$ cat src/rtl/button_pkg.sv
// Shared types and sizing helper for the button debounce/repeat channels.
package button_pkg;

  typedef enum logic [1:0] {
    IDLE   = 2'd0,
    DEB    = 2'd1,
    HOLD   = 2'd2,
    REPEAT = 2'd3
  } btn_state_t;

  // Counter width large enough for the largest of the three timing parameters.
  function automatic int unsigned cnt_width(input int unsigned deb_cycles,
                                            input int unsigned delay,
                                            input int unsigned period);
    int unsigned m;
    m = deb_cycles;
    if (delay > m) m = delay;
    if (period > m) m = period;
    return $clog2(m + 1);
  endfunction

endpackage

$ cat src/rtl/button_channel.sv
// One debounce + hold-to-repeat channel: FSM with a shared saturating counter.
module button_channel
  import button_pkg::*;
#(
  parameter int unsigned DEB_CYCLES = 4,
  parameter int unsigned DELAY      = 8,
  parameter int unsigned PERIOD     = 4
) (
  input  logic clk,
  input  logic reset,
  input  logic in,
  input  logic rep_en,
  output logic press,
  output logic held
);

  localparam int unsigned CW = cnt_width(DEB_CYCLES, DELAY, PERIOD);

  // Counter value at which each timed event fires (counter starts at 0 or 1).
  localparam logic [CW-1:0] DEB_LAST    = CW'(DEB_CYCLES - 1);
  localparam logic [CW-1:0] DELAY_LAST  = CW'(DELAY - 1);
  localparam logic [CW-1:0] PERIOD_LAST = CW'(PERIOD - 1);

  btn_state_t    state, state_n;
  logic [CW-1:0] cnt, cnt_n, cnt_inc;

  assign cnt_inc = (cnt == '1) ? cnt : cnt + CW'(1);

  always_ff @(posedge clk) begin
    if (reset) begin
      state <= IDLE;
      cnt   <= '0;
    end else begin
      state <= state_n;
      cnt   <= cnt_n;
    end
  end

  always_comb begin
    state_n = state;
    cnt_n   = cnt;
    press   = 1'b0;
    case (state)
      IDLE: begin
        cnt_n = '0;
        if (in) begin
          if (DEB_CYCLES == 1) begin
            press   = 1'b1;
            state_n = HOLD;
          end else begin
            state_n = DEB;
            cnt_n   = CW'(1);
          end
        end
      end
      DEB: begin
        if (!in) begin
          state_n = IDLE;
          cnt_n   = '0;
        end else if (cnt >= DEB_LAST) begin
          press   = 1'b1;
          state_n = HOLD;
          cnt_n   = '0;
        end else begin
          cnt_n = cnt_inc;
        end
      end
      HOLD: begin
        if (!in) begin
          state_n = IDLE;
          cnt_n   = '0;
        end else if (!rep_en) begin
          cnt_n = '0;
        end else if (cnt >= DELAY_LAST) begin
          press   = 1'b1;
          state_n = REPEAT;
          cnt_n   = '0;
        end else begin
          cnt_n = cnt_inc;
        end
      end
      REPEAT: begin
        if (!in) begin
          state_n = IDLE;
          cnt_n   = '0;
        end else if (!rep_en) begin
          // Dropping repeat returns to HOLD so re-enabling waits DELAY again.
          state_n = HOLD;
          cnt_n   = '0;
        end else if (cnt >= PERIOD_LAST) begin
          press = 1'b1;
          cnt_n = '0;
        end else begin
          cnt_n = cnt_inc;
        end
      end
      default: begin
        state_n = IDLE;
        cnt_n   = '0;
      end
    endcase
    if (reset) press = 1'b0;
  end

  assign held = (state == HOLD) || (state == REPEAT);

endmodule

$ cat src/rtl/button_repeat.sv
// Multi-channel debounced press detector with hold-to-repeat; N independent channels.
module button_repeat
  import button_pkg::*;
#(
  parameter int unsigned N          = 4,
  parameter int unsigned DEB_CYCLES = 4,
  parameter int unsigned DELAY      = 8,
  parameter int unsigned PERIOD     = 4
) (
  input  logic         clk,
  input  logic         reset,
  input  logic [N-1:0] in,
  input  logic [N-1:0] rep_en,
  output logic [N-1:0] press,
  output logic [N-1:0] held
);

  for (genvar i = 0; i < N; i++) begin : g_ch
    button_channel #(
      .DEB_CYCLES (DEB_CYCLES),
      .DELAY      (DELAY),
      .PERIOD     (PERIOD)
    ) u_ch (
      .clk    (clk),
      .reset  (reset),
      .in     (in[i]),
      .rep_en (rep_en[i]),
      .press  (press[i]),
      .held   (held[i])
    );
  end

endmodule

$ cat config.mk
export PLATFORM = sky130hd
export DESIGN_NAME = button_repeat
export DESIGN_NICKNAME = d
export VERILOG_FILES = /design/src/rtl/button_pkg.sv /design/src/rtl/button_channel.sv /design/src/rtl/button_repeat.sv
export SDC_FILE = /design/constraint.sdc
export NUM_CORES = 1
export LEC_CHECK = 0
export CAP_MARGIN = 10
export CORE_AREA = 5 5 66 68
export CTS_CLUSTER_DIAMETER = 40
export DETAILED_ROUTE_END_ITERATION = 8
export DIE_AREA = 0 0 71 73
export PLACE_DENSITY = 0.64
export SETUP_SLACK_MARGIN = 0.5
export SLEW_MARGIN = 40
export SYNTH_ARGS = -nofsm -noshare
export SYNTH_HDL_FRONTEND = slang
export SYNTH_HIERARCHICAL = 1
export SYNTH_SLANG_ARGS = --single-unit
$ cat constraint.sdc
create_clock -name clk -period 2.8 [get_ports clk]
set_input_delay 0.7 -clock clk [delete_from_list [all_inputs] [get_ports clk]]
set_output_delay 0.7 -clock clk [all_outputs]
set_load 0.01 [all_outputs]
==> impl_metrics.toml <==
[setup_path]
cp.required_ns = 2.10
startpoint_type = "primary input"
cp_slowest_stage_delay_ns = 0.47
crit_path_end_kind = "primary output"
worst_ep_arrival_time_ns = 1.57
worstPathMaxFanout = 2
path_cells = "clkdlybuf4s50_1 > nand2b_1 > nor3_1 > buf_2"
criticalPathCategory = "primary input to primary output"
crit_slowest_cell = "clkdlybuf4s50_1"
r2r_slack_ns = 1.42
total_buffers_and_inverters_traversed_by_the_critical_path = 2
timing.reg2reg.worst_path_depth = 4
kind_of_cell_adding_the_most_delay_to_the_critical_path = "buffers and inverters"
worst-path-stages = 4

[route]
remaining_drc_errors = 0
postRouteAntennaNets = 0
avg_vias_per_cell = 5.30
finalWirelength_um = 2650
vias = 1087
drt_iter0_markers = 46
wl_per_cell_um = 12.9
number_of_search_and_repair_iterations_in_the_first_detailed_routing_pass = 4

[synthesis]
synth_seq_area_share_pct = 37.6
synth_fp_nets = 149
synth.lib_cells_used.distinct = 35
synthesis.area_um2 = 1280
synth.ff_latch_count = 24
syn-mean-instance-area_um2 = 9.45
post_synth_inst_count = 135
yosys_warnings = 6

[clock_tree]
cts_root_buffer = "clkbuf_8"
cts_sinks = 24
ctsHtreeMaxLevel = 1
cts_hold_repair_buffers = 0
clkTransAtPathRegs_ns = 0.08
numCtsBuffers = 3
clkLatencyLatePin_ns = 0.26
tritoncts_clock_tree = "built"
cts_buffer_depth = 2

[final_layout]
multiInputGateArea_um2 = 754
final_area_um2 = 1560
layout.filler_cells = 392
regArea_um2 = 483
area_growth_syn_to_layout_pct = 21.9
antennaDiodeCount = 0
final_core_utilization_pct = 40.9
fin_nets = 170
share_of_layout_cells_above_drive_strength_1_pct = 25.2

[die]
die_height_um = 73
die_area_um2 = 5180
die_w_um = 71
initial_core_utilization_pct = 33.6
top_level_ports = 18
placement_rows = 23
core_um2 = 3800

[global_routing]
grt_max_degree = 14
grtUsageTotal_pct = 10.6
via_count_of_the_first_global_routing_pass = 1080
antenna_found_initial = 0
grt_first_pass_wirelength_um = 4460
overall_overflow_remaining_after_global_route = 0

[timing]
finalHoldViolations = 0
setup_total_negative_slack_ns = 0
post-route-period-util_pct = 81.0
timing.clock.skew_ns = 0.00209
setup_viol = 0
max_slew.worst_pin.slew_ns = 0.389
max_freq_ghz = 0.441
setup_repair_after_global_routing_missed_its_margin = "yes"
relSlewSlack_pct = 74.0
shortest_clock_period_the_worst_path_allows_after_layout_ns = 2.27
post-route-worst-setup-slack_ns = 0.533
slew_viol_final = 0

[pwr]
report.power.total_w = 0.000642
p_leak_nw = 0.557
power.ir.vdd_worst_mv = 0.162
pwr_density_cell_nw_per_um2 = 413

[placed_design]
place_congestion = 0.812
preCtsSetupSlack_ns = -0.223
place.detailed.hpwl_um = 2040
placement.cell_area_um2 = 1480
port_buffers = 17

[hold_path]
holdCritPathClass = "flop to flop"
min_path_cells = 1

[flow_run]
cap_violations = 0

[status]
run_status = "finished clean"
==> power breakdown <==
part           internal (W)  total [W]  switching, W
combinational     0.0000295  0.0000566     0.0000271
clock              0.000125   0.000227      0.000102
sequential         0.000348   0.000358    0.00000973
total              0.000503   0.000642      0.000139
==> placed cells by master (no fill, tap or decap), drive strengths merged, types with 3 or more instances in the layout <==
cell type / n
xnor2: 3
nor3: 12
buf: 9
mux2i: 5
nor2: 8
nand2b: 4
a22oi: 4
nand2: 3
o31ai: 4
ha: 4
a21oi: 10
clkbuf: 5
a21o: 3
clkdlybuf4s50: 5
or3: 4
nor2b: 3
dfxtp: 24
nor4: 3
nand3: 10
inv: 5
nor3b: 3
dlygate4sd2: 5
==> through the flow <==
step,hold slack [ns],cells
3_3_place_gp,0.454,200
3_5_place_dp,0.463,200
2_1_floorplan,0.443,135
5_1_grt,0.484,205
4_1_cts,0.478,204
6_report,0.471,205
==> area by class of cell <==
| cell class | instances | area share (%) |
|---|---|---|
| Clock buffer | 4 | 3.54 |
| Inverter | 5 | 1.21 |
| Sequential cell | 24 | 31.1 |
| Multi-Input combinational cell | 100 | 48.5 |
| Timing Repair Buffer | 22 | 11.7 |
| Tap cell | 50 | 4.02 |
==> synth_stat cells, drive strengths merged <==
library cell	count	area [µm²]
inv	5	18.8
o21a	2	15.0
nor4	3	18.8
nor3	12	70.1
o21ai	2	10.0
nor2	8	30.0
or3	4	35.0
o21ba	2	20.0
a21oi	10	50.1
a22oi	4	30.0
nor3b	3	37.5
buf	2	22.5
or2	2	12.5
mux2i	5	50.1
dfxtp	24	480
a311oi	1	8.76
xor2	1	8.76
nand2b	4	35.0
o41ai	2	17.5
dlygate4sd1	4	35.0
ha	4	50.1
o32ai	2	32.5
nor2b	3	18.8
a21o	3	23.8
nand3	10	50.1
a211o	2	17.5
xnor2	3	26.3
or4b	1	10.0
nand2	3	11.3
o31ai	4	30.0
==> state kept, by name, summed over array words and instances (netlist names) <==
signal,count
g_ch.u_ch/cnt,16
g_ch.u_ch/state,8
==> final timing paths <==
check                      start                  end
min          g_ch[2].u_ch/cnt[0]  g_ch[2].u_ch/cnt[0]
max reg2reg  g_ch[3].u_ch/cnt[0]  g_ch[3].u_ch/cnt[0]
max                        in[1]             press[1]
min reg2reg  g_ch[2].u_ch/cnt[0]  g_ch[2].u_ch/cnt[0]
==> per-layer routing <==
metal	share of wire, %	global-route usage, %
met1	43	11.3
met2	53	20.2
met3	2.0	2.34
met4	1.8	3.76
met5	0	0
==> timing repair <==
action | CTS | global route
pin swaps | 2 | 2
setup endpoints to repair | 4 | 4
resized for setup | 25 | 11
setup buffers | 0 | 1
==> cell families (layout without fill, tap and decap cells) <==
group                      Yosys count  after routing  share of synthesized area [%]
and+or+nand+nor                     53             53                           25.8
muxes                                5              5                           3.92
DFF                                 24             24                           37.6
xor gates and xnor gates             4              4                           2.75
buffers and inverters               11             31                           5.98
AOI/OAI and AO/OA                   34             34                           20.0
adders and majority gates            4              4                           3.92
Note: power is estimated with default switching activity, not from simulation.
